[src/rtl/init_safe_tx.sv]
// init_safe_tx: MSB-first serial transmitter with fully registered outputs and a post-reset hold-off.
// Define INIT_SAFE_TX_PARITY_EN to append an even-parity bit after data bit 0.
module init_safe_tx #(
    parameter int unsigned WIDTH          = 8,
    parameter int unsigned STARTUP_CYCLES = 2
) (
    input  logic             clock,
    input  logic             reset,
    input  logic [WIDTH-1:0] data_in,
    input  logic             valid_in,
    output logic             ready_out,
    output logic             ser_out,
    output logic             frame_out,
    output logic             busy
);

    localparam int unsigned BW = $clog2(WIDTH);
    localparam int unsigned SW = $clog2(STARTUP_CYCLES + 1);
    localparam logic [BW-1:0] BitLast   = BW'(WIDTH - 1);
    localparam logic [SW-1:0] StartLast = SW'(STARTUP_CYCLES - 1);
    localparam logic [SW-1:0] StartMax  = SW'(STARTUP_CYCLES);

    typedef enum logic [1:0] {StStartup, StIdle, StShift, StParity} state_e;

    state_e           state_q, state_d;
    logic [SW-1:0]    scnt_q, scnt_d;
    logic [WIDTH-1:0] shreg_q, shreg_d;
    logic [BW-1:0]    bcnt_q, bcnt_d;
    logic             ready_q, ready_d;
    logic             ser_q, ser_d;
    logic             frame_q, frame_d;
    logic             busy_q, busy_d;
`ifdef INIT_SAFE_TX_PARITY_EN
    logic             par_q, par_d;
`endif

    always_comb begin
        state_d = state_q;
        scnt_d  = scnt_q;
        shreg_d = shreg_q;
        bcnt_d  = bcnt_q;
        ready_d = ready_q;
        ser_d   = ser_q;
        frame_d = frame_q;
        busy_d  = busy_q;
`ifdef INIT_SAFE_TX_PARITY_EN
        par_d   = par_q;
`endif
        unique case (state_q)
            StStartup: begin
                if (scnt_q == StartLast) begin
                    state_d = StIdle;
                    ready_d = 1'b1;
                    busy_d  = 1'b0;
                end else if (scnt_q != StartMax) begin
                    scnt_d = scnt_q + SW'(1);
                end
            end
            StIdle: begin
                if (valid_in && ready_q) begin
                    state_d = StShift;
                    shreg_d = data_in;
                    bcnt_d  = BitLast;
                    ready_d = 1'b0;
                    busy_d  = 1'b1;
                    frame_d = 1'b1;
                    ser_d   = data_in[WIDTH-1];
`ifdef INIT_SAFE_TX_PARITY_EN
                    par_d   = ^data_in;
`endif
                end
            end
            StShift: begin
                // bcnt_q is the index of the bit currently on ser_out
                if (bcnt_q != '0) begin
                    ser_d   = shreg_q[WIDTH-2];
                    shreg_d = shreg_q << 1;
                    bcnt_d  = bcnt_q - BW'(1);
                end else begin
`ifdef INIT_SAFE_TX_PARITY_EN
                    state_d = StParity;
                    ser_d   = par_q;
`else
                    state_d = StIdle;
                    frame_d = 1'b0;
                    ser_d   = 1'b0;
                    ready_d = 1'b1;
                    busy_d  = 1'b0;
`endif
                end
            end
            StParity: begin
                state_d = StIdle;
                frame_d = 1'b0;
                ser_d   = 1'b0;
                ready_d = 1'b1;
                busy_d  = 1'b0;
            end
        endcase
    end

    always_ff @(posedge clock or posedge reset) begin
        if (reset) begin
            state_q <= StStartup;
            scnt_q  <= '0;
            shreg_q <= '0;
            bcnt_q  <= '0;
            ready_q <= 1'b0;
            ser_q   <= 1'b0;
            frame_q <= 1'b0;
            busy_q  <= 1'b1;
`ifdef INIT_SAFE_TX_PARITY_EN
            par_q   <= 1'b0;
`endif
        end else begin
            state_q <= state_d;
            scnt_q  <= scnt_d;
            shreg_q <= shreg_d;
            bcnt_q  <= bcnt_d;
            ready_q <= ready_d;
            ser_q   <= ser_d;
            frame_q <= frame_d;
            busy_q  <= busy_d;
`ifdef INIT_SAFE_TX_PARITY_EN
            par_q   <= par_d;
`endif
        end
    end

    assign ready_out = ready_q;
    assign ser_out   = ser_q;
    assign frame_out = frame_q;
    assign busy      = busy_q;

endmodule
[config.mk]
export PLATFORM = sky130hd
export DESIGN_NAME = init_safe_tx
export DESIGN_NICKNAME = d
export VERILOG_FILES = /design/src/rtl/init_safe_tx.sv
export SDC_FILE = /design/constraint.sdc
export NUM_CORES = 1
export LEC_CHECK = 0
export CORE_MARGIN = 2
export CORE_UTILIZATION = 50
export CTS_BUF_LIST = sky130_fd_sc_hd__clkbuf_16
export CTS_CLUSTER_DIAMETER = 60
export DETAILED_ROUTE_END_ITERATION = 12
export MAX_ROUTING_LAYER = met4
export PLACE_DENSITY = 0.79
export SYNTH_ARGS = -nofsm -noshare
export SYNTH_HDL_FRONTEND = slang
export SYNTH_SLANG_ARGS = --single-unit
[constraint.sdc]
create_clock -name clock -period 2.1 [get_ports clock]
set_input_delay 0.525 -clock clock [delete_from_list [all_inputs] [get_ports clock]]
set_output_delay 0.525 -clock clock [all_outputs]
set_load 0.01 [all_outputs]
==> results.cfg <==
[timing]
rsz0062_at_grt = no
slew-limit-headroom_pct = 55.63
min_period_ns = 1.839
worstMarginPinSlew_ns = 0.6648
clock_skew_ns = 0.003587
fmax_mhz = 543.8
tns_ns = 0
hold_slack_ns = 0.4804
finalCritPeriodShare_pct = 87.56
maxSlewViolCount = 0
setup_viol = 0
hold_viol = 0

[synth]
syn_inst = 77
yosys_warnings = 0
syn_area_um2 = 882.1
yosys.area.top_type = dfrtp_1
ys_top_cells_by_area = dfrtp_1, mux2_2, ha_1
syn_nets = 91
synth.distinct_cells = 29
ys_seq_area_share_pct = 48.37
netlist.area_leader.share_pct = 45.39
syn_avg_cell_area_um2 = 11.46
ys_seq_elements = 17

[global_route]
grt_pass1_vias = 616
grt-ovfl-total = 0
grt_max_degree = 18
grt_use_total_pct = 18.70
grt_pass1_wl_mm = 2.601
antenna_found_initial = 0

[clock_tree]
holdBufCountCts = 0
path_clk_slew_ns = 0.05
root_buffer = clkbuf_16
cts_setup_buffers = 0
cts_buffers = 3
cts_resized = 0
tritoncts = yes
clock_sinks = 17
clock_latency_ns = 0.25
htree_num_levels = 1
clock_path_buffers = 2

[pwr]
power.leakage_uw = 0.0004989
p_comb_share_pct = 38.7
p_int_uw = 1077
irDropWorstVdd_v = 0.0008419
pwr-share-seq_pct = 37.4
p_clk_share_pct = 23.9
powerDensity_nw_per_um2 = 1428
power_switching_uw = 502.3
switching_share_pct = 31.80

[critical_path]
critical_path_buf_inv_count = 1
cp.arrival_ns = 1.31
worstSetupEndpointType = output pin
slowest_delay_ns = 0.54
cp.required_ns = 1.57
cp-start-kind = flip-flop
cp_max_fo = 3
crit_path_cell_trace = clkdlybuf4s50_1
cp_slowest_cell = dfstp_2
worstSetupPathType = flip-flop to output pin
cp_top_family = flip-flops

[finish]
num_antenna_cells = 0
area_delta_synth_final_pct = 25.39
multi_input_area_um2 = 397.9
n_fill_cell = 135
final_nets = 108
drive_gt1_share_pct = 20.43
regArea_um2 = 426.7

[detailed_routing]
drt_iter0_drc = 4
wl_met3_um = 52
met1_length_um = 765
ant_nets = 0
vias = 608
via_per_inst = 5.527
drc_errors = 0
finalWirelength_mm = 1.608
met2_length_um = 748
wl_per_cell_um = 14.62
drtPass1Iterations = 4
maxUsedRoutingLayer = met4

[die]
dieArea_um2 = 2116
core_area_um2 = 1689
rows = 15
dieHeight_um = 46
io_pins = 15
die_w_um = 46
initial_core_util_pct = 52.22

[place]
gp_congestion = 0.7761
dp_hpwl_mm = 1.120
port_buffers = 14

[job]
maxCapViolations = 0

[outcome]
status = complete, no violations

[hold_path]
holdCritPathClass = flip-flop to flip-flop
-- layout by cell type (no fill, tap or decap) --
cell type and instances:
nand2_1 5, mux2_2 10, nor3_1 1, nand3b_1 1, inv_1 8, and3_1 1
clkdlybuf4s50_1 14, a32o_1 1, o311ai_0 1, clkbuf_16 3, nor2b_1 3, dfrtp_1 16
mux2i_1 2, xnor2_1 1, o21ai_0 6, nand3_1 1, o32ai_1 1, nand2b_4 1
nor2_1 3, a22o_1 1, dfstp_2 1, ha_1 3, o21ai_4 1, mux2_4 1
a21oi_1 2, mux2_1 1, or4_1 1, o22ai_1 1, buf_4 2
-- power groups by stage --
| stage | sequential (µW) | combinational (µW) | clock (µW) |
|---|---|---|---|
| after floorplan | 570 | 464 | 0 |
| after global placement | 588 | 593 | 0 |
| after detailed placement | 591 | 614 | 0 |
| after CTS | 590 | 617 | 385 |
| after global routing | 613 | 675 | 393 |
| final | 590 | 611 | 378 |
-- through the flow --
step           utilization, %  worst slack, ns  area (µm²)  power, µW  cells
6_report                65.48           0.2612        1106       1579    110
5_1_grt                 65.48           0.2344        1106       1682    110
4_1_cts                 65.48           0.2557        1106       1593    110
3_5_place_dp            60.81           0.2603        1027       1206    106
3_3_place_gp            60.81           0.2824        1027       1181    106
2_1_floorplan               -           0.4983       882.1       1034     77
-- cells in the mapped netlist --
library cell / n
mux2_4: 1
nor2b_1: 3
o21ai_4: 1
clkbuf_2: 1
o311ai_0: 1
mux2_2: 10
buf_6: 2
dfrtp_1: 16
nand3_1: 1
o32ai_1: 1
o21ai_0: 6
clkbuf_1: 1
nand2b_4: 1
nand3b_1: 1
and3_1: 1
ha_1: 3
dfstp_2: 1
a32o_1: 1
nor2_1: 3
a22o_1: 1
o22ai_1: 1
a21oi_1: 2
inv_1: 7
nand2_1: 5
nor3_1: 1
or4_1: 1
mux2_1: 1
xnor2_1: 1
mux2i_1: 2
-- sequential cells by signal, summed over array words and instances, names as in the netlist --
name,cells
shreg_q,7
bcnt_q,3
scnt_q,2
state_q,2
busy,1
frame_out,1
ser_out,1
-- worst paths after layout --
kind,to,depth (start not counted),startpoint,slack [ns]
max in group asynchronous,bcnt_q[2],2,reset,1.00
worst max register to register,shreg_q[1],6,bcnt_q[0],0.37
worst max-delay path,busy,1,busy,0.26
min in group asynchronous,shreg_q[2],2,reset,0.67
worst min-delay path,scnt_q[0],1,scnt_q[0],0.48
worst min register to register,scnt_q[0],1,scnt_q[0],0.48
-- metal layers --
layer,global-route usage [%],up-vias
met4,13.14,0
met1,22.50,291
met3,3.571,6
met2,27.78,12
li1,-,299
met5,-,-
-- cells by family (layout without fill, tap and decap cells) --
group,after synthesis,in the layout,share of synthesized area [%]
fa+ha+maj,3,3,4.256
mux,14,14,18.01
xor+xnor,1,1,0.9931
compound gates,14,14,11.21
simple gates,17,17,10.64
flops,17,17,48.37
buf+inv,11,27,6.524
-- layout make-up --
cell class / count / share of cell area (%)
Multi-Input combinational cell: 49 / 35.97
Sequential cell: 17 / 38.57
Clock buffer: 3 / 6.787
Tap cell: 17 / 1.923
Timing Repair Buffer: 16 / 14.03
Clock inverter: 1 / 0.3394
Inverter: 7 / 2.376
(Power assumes the default switching activity.)
